===== config.mk =====
export PLATFORM = sky130hd
export DESIGN_NAME = spi_rx
export DESIGN_NICKNAME = d
export VERILOG_FILES = /design/src/rtl/spi_rx.sv
export SDC_FILE = /design/constraint.sdc
export NUM_CORES = 1
export LEC_CHECK = 0
export CORE_ASPECT_RATIO = 0.7
export CORE_MARGIN = 10
export CORE_UTILIZATION = 30
export CTS_BUF_LIST = sky130_fd_sc_hd__clkbuf_8
export CTS_CLUSTER_DIAMETER = 60
export CTS_CLUSTER_SIZE = 10
export DETAILED_ROUTE_END_ITERATION = 12
export DONT_BUFFER_PORTS = 1
export SYNTH_ARGS = -nofsm -noshare
export SYNTH_HDL_FRONTEND = slang
export SYNTH_SLANG_ARGS = --single-unit

===== constraint.sdc =====
create_clock -name clock_i -period 1.9 [get_ports clock_i]
set_clock_uncertainty 0.05 [all_clocks]
set_input_delay 0.57 -clock clock_i [delete_from_list [all_inputs] [get_ports clock_i]]
set_output_delay 0.57 -clock clock_i [all_outputs]
set_load 0.02 [all_outputs]

===== src/rtl/spi_rx.sv =====
// SPI Mode 1 (CPOL=0, CPHA=1) master receive path: samples MISO on falling SCLK,
// shifts MSB first, and hands completed words out through a valid/ready register.
module spi_rx #(
  parameter int WIDTH = 8
) (
  input  logic             clock_i,
  input  logic             reset_ni,
  input  logic             rx_en_i,
  input  logic             SCLK_i,
  input  logic             MISO_i,
  input  logic             rx_ready_i,
  input  logic             overrun_clr_i,
  output logic [WIDTH-1:0] rx_data_o,
  output logic             rx_valid_o,
  output logic             overrun_o,
  output logic             busy_o
);

  localparam int CW = $clog2(WIDTH);
  localparam logic [CW-1:0] LAST_BIT = CW'(WIDTH - 1);

  logic             sclk_prev;
  logic [WIDTH-1:0] shift;
  logic [CW-1:0]    count;

  logic             fall;
  logic             sample;
  logic             complete;
  logic [WIDTH-1:0] word;

  // SCLK is already synchronous to clock_i, so a single history bit is enough.
  assign fall     = sclk_prev & ~SCLK_i;
  assign sample   = rx_en_i & fall;
  assign complete = sample & (count == LAST_BIT);
  assign word     = {shift[WIDTH-2:0], MISO_i};
  assign busy_o   = (count != '0);

  // NOTE: sequential state uses non-blocking assignments so every register
  // samples the pre-edge values of the others, independent of block order.
  always_ff @(posedge clock_i or negedge reset_ni) begin
    if (!reset_ni) begin
      sclk_prev <= 1'b0;
    end else begin
      sclk_prev <= SCLK_i;
    end
  end

  // A dropped frame enable discards any partial word every cycle it is low.
  always_ff @(posedge clock_i or negedge reset_ni) begin
    if (!reset_ni) begin
      shift <= '0;
      count <= '0;
    end else if (!rx_en_i || complete) begin
      shift <= '0;
      count <= '0;
    end else if (sample) begin
      shift <= word;
      count <= count + CW'(1);
    end
  end

  always_ff @(posedge clock_i or negedge reset_ni) begin
    if (!reset_ni) begin
      rx_data_o  <= '0;
      rx_valid_o <= 1'b0;
    end else if (complete) begin
      rx_data_o  <= word;
      rx_valid_o <= 1'b1;
    end else if (rx_valid_o && rx_ready_i) begin
      rx_valid_o <= 1'b0;
    end
  end

  // Setting takes priority over a clear arriving in the same cycle.
  always_ff @(posedge clock_i or negedge reset_ni) begin
    if (!reset_ni) begin
      overrun_o <= 1'b0;
    end else if (complete && rx_valid_o && !rx_ready_i) begin
      overrun_o <= 1'b1;
    end else if (overrun_clr_i) begin
      overrun_o <= 1'b0;
    end
  end

endmodule


# ---- Yosys cells after proc, flatten, opt, wreduce, memory -nomap -nowiden
# Index checks and enable logic that the tools add are counted.
dict set report totals {
  ff_bits 21
  latch_bits 0
  ram_bits 0
  romBits 0
  inputBits 7
  wordCells 30
  mem_count 0
}
dict set report classes {
  addsub 1
  n_mul 0
  div_mod_pow 0
  magnitude_cmp 0
  n_eq_ne 1
  shifts 0
  muxes 8
  bitwise_logic 4
  n_reduce_logical 10
}
# operator n
set op_table {}
lappend op_table {{2-to-1 mux 7 bit} 2}
lappend op_table {{2-to-1 mux 3 bit} 2}
lappend op_table {{nonzero test 2 bit} 3}
lappend op_table {{2-to-1 mux 1 bit} 4}
lappend op_table {{adder 3 x 1 -> 3 bit (second input constant)} 1}
lappend op_table {{AND 1 bit} 3}
lappend op_table {{== test 3 bit (second input constant)} 1}
lappend op_table {{logical AND 1 bit} 3}
lappend op_table {{nonzero test 3 bit} 1}
lappend op_table {{zero test 1 bit} 2}
lappend op_table {{logical OR 1 bit} 1}
lappend op_table {{NOT 1 bit} 1}

# ---- Depth between registers and ports, before layout
dict set report logic_depth {
  ltp_word 7
  depth_mapped 5
  depth_no_buf 4
}

# ---- Least setup slack after synthesis
# OpenSTA, ideal clock, no wires.
dict set report synth_timing {
  path_type {register -> register}
  startpoint {register count[1]}
  endpoint {register count[0]}
  t_arrival_ps 1268
  required_time_ps 1725
  setup_slack_ps 457
  stages_incl_launch_ff 6
  n_path_buf 1
  path_cell_list {dfrtp_1 > ha_1 > ha_1 > and4bb_1 > buf_6 > mux2_4}
}
dict set report synth_via {
  elab_chain_len 4
}
# item line_no
set synth_lines {}
lappend synth_lines {{from (decl)} 24} ;# logic [CW-1:0] count;
lappend synth_lines {{from (signal assigned)} 58} ;# count <= count + CW'(1);
lappend synth_lines {{== test 3 bit *} 34} ;# assign complete = sample & (count == LAST_BIT);
lappend synth_lines {{AND 1 bit *} 34}
lappend synth_lines {{logical OR 1 bit *} 53} ;# end else if (!rx_en_i || complete) begin
lappend synth_lines {{2-to-1 mux 3 bit or nonzero test 2 bit (tied branches)} n/a}
# Mark *: on every way between the ends. The rest lies on a longest branch, timed or not.
# A chain may end at the register's enable or synchronous reset.

# ---- Worst setup path after layout
dict set report layout_timing {
  startpoint {register count[0]}
  endpoint {output port busy_o}
}
dict set report layout_via {
  elab_chain_len 1
}
# item line_no
set layout_lines {}
lappend layout_lines {{nonzero test 3 bit} 36} ;# assign busy_o = (count != '0);
lappend layout_lines {{to (decl)} 16} ;# output logic busy_o
# Every way passes these cells.

==> impl_results.md <==
- Outcome: complete, no violations
- Yosys top cell by area: dfrtp_1
- Row Count: 16
- Seq pwr share: 58.9%
- Area grow syn2layout: 10.4%
- Arr. time, crit path: 1060 ps
- Fillers: 276
- GR Overflow Total: 0
- Nets@finish: 69
- Drt pass-1 iters: 2
- Async S/R FF share, synth: 100%
- Worst setup EP type: primary output
- HP Class: in -> reg
- Fin Hold WS: 281 ps
- First-pass GRT wire length: 2620 µm
- Maximum vdd ir drop: 229 µV
- Post-Synthesis Cells: 54
- Post-Syn Nets: 64
- Critical path startpoint category: register
- CP delay by family, top: flip-flops
- Mapped Area: 852 µm²
- Number of synthesized flops with an enable pin: 0
- Period utilization: 88.6%
- Die area: 5410 µm²
- Gr usage total: 6.12%
- Final Util: 34.1%
- Max Fclk: 594 MHz
- Initial antenna violation count: 0
- Placement Cell Area: 886 µm²
- Clk_lat worst skew: 260 ps
- Via count: 440
- Post-route cell area: 941 µm²
- ANT nets after route: 0
- Synth warnings: 0
- Seq cells post-synth: 21
- Ports: 18
- Die boundary width: 83.7 µm
- Switching Share: 21.6%
- Avg Inst Size Synth: 15.8 µm²
- Initial Util: 30.8%
- CP Buf/Inv Count: 1
- Kind of critical path: reg -> out
- Vias per cell: 4.68
- Leak: 0.475 nW
- Post-route DRC: 0
- Worst path cell trace: inv_1 > ha_1 > nand2b_1
- Ys flop type: dfrtp_1
- Root buf cell: clkbuf_8
- Most common cell in the netlist: dfrtp_1
- Most instantiated cells after synthesis: dfrtp_1 (21), a22o_2 (9), mux2_2 (8), inv_1 (4), ha_1 (3)
- Power Density: 823 nW/µm²
- Ant. Diodes: 0
- Max FO, Critical Path: 2
- DP HPWL: 1130 µm
- RSZ-0062 raised after global routing: no
- Clock tree buffer depth: 2
- Port Buffers: 0
- Postcts setup bufs: 0
- CTS tree: built
- Worst-Margin Slew: 907 ps
- Final hold vios: 0
- Clk slew on worst S/H paths: 70 ps
- Post-CTS resize count: 0
- Total Power: 0.000774 W
- Detailed Route WL: 1520 µm
- Sw power: 0.000167 W
- Core footprint: 2760 µm²
- DR iter-0 viols: 44
- Clock power frac: 36.6%
- Clock sinks: 21
- # setup viols final: 0
- WL per Instance: 16.1 µm
- Top post-synthesis cells by area: dfrtp_1 (62%), a22o_2 (11%), mux2_2 (11%), ha_1 (4.4%), nand4_4 (2.5%)
- Routability cong.: 0.733
- Sequential area share after synthesis: 61.7%
- Largest net degree at the start of global routing: 22
- Internal Power: 0.000607 W
- Slowest cell on the critical path: dfrtp_1
- Slew Viols, Final: 0
- Max Cap Viol: 0
- Setup TNS: 0 ps
- Library cells used by synthesis: 13
- Layout cells sized above 1: 39.7%
- Post-synth top area share: 61.7%
- Relative slew slack: 39.3%
- Total CTS buffers: 3
- H-tree depth: 1
- Final Critical Period: 1680 ps
- Combinational share of power: 4.4%
- WP data required: 1280 ps
- Vias in the first global route: 487
- DIE HEIGHT: 64.6 µm
- Slowest stage delay, CP: 350 ps
==> final timing paths <==
path	startpoint	endpoint	slack [ps]	cells after the start
min in group asynchronous	reset_ni	sclk_prev	830	1
worst max-delay path	count[0]	busy_o	220	3
max in group asynchronous	reset_ni	rx_data_o[1]	410	1
worst max register to register	count[0]	count[0]	260	4
worst min-delay path	SCLK_i	sclk_prev	280	0
worst min register to register	shift[6]	shift[6]	470	1
==> logic make-up (layout without fill, tap and decap cells) <==
family          count (synthesis)  after routing  share of synthesized area (%)
buf+inv                         5              9                           3.08
flops                          21             21                           61.7
mux                             9              9                           12.3
fa+ha+maj                       3              3                           4.41
compound gates                 11             11                           12.6
simple gates                    5              5                           5.87
==> registers in the layout, summed over array words and instances (netlist names) <==
| register | count |
|---|---|
| overrun_o | 1 |
| count | 3 |
| rx_valid_o | 1 |
| sclk_prev | 1 |
| shift | 7 |
| rx_data_o | 8 |
==> layout make-up <==
class                   instances  area (µm²)  share of cell area [%]
well taps                      36        45.0                    4.79
clock buffers                   3        41.3                    4.39
inverters                       4        15.0                    1.60
multi-input cells              28         300                    31.9
repair buffers                  1        10.0                    1.06
flip-flops and latches         21         526                    55.9
clock inverters                 1        3.75                   0.399
==> timing repair <==
action	4_1_cts	5_1_grt
hold buffers	1	0
hold endpoints to repair	21	0
endpoints found under the setup margin	0	0
==> worst register-to-register path, stage by stage (launching register included) <==
cell and delay [ps]:
dfrtp_1 380, ha_1 200, ha_1 210, and4bb_1 510, mux2_4 220
==> through the flow <==
step	worst slack, ps	std cells
2_1_floorplan	457	54
3_3_place_gp	324	89
3_5_place_dp	269	89
4_1_cts	190	94
5_1_grt	133	94
6_report	217	94
==> placed cells by master (no fill, tap or decap), types with 2 or more instances in the layout <==
master	count
a22o_2	9
clkbuf_8	3
dfrtp_1	21
ha_1	3
inv_1	5
mux2_2	8
nand2b_1	2
==> power by group through the flow <==
stage / Combinational (W) / Sequential, W / Clock [W]
global route: 0.0000396 / 0.000457 / 0.000314
finish: 0.0000343 / 0.000456 / 0.000284
floorplan: 0.0000228 / 0.000464 / 0
detailed placement: 0.0000253 / 0.000465 / 0
CTS: 0.0000357 / 0.000456 / 0.000293
global placement: 0.0000244 / 0.000464 / 0
==> per-layer routing <==
| metal | vias to the layer above | track usage (%) | wire length (µm) |
|---|---|---|---|
| li1 | 203 | - | - |
| met1 | 218 | 6.87 | 628 |
| met2 | 15 | 8.59 | 666 |
| met3 | 4 | 4.62 | 195 |
| met4 | 0 | 2.50 | 24 |
| met5 | - | 0 | 0 |
Note: power is estimated with default switching activity, not from simulation.
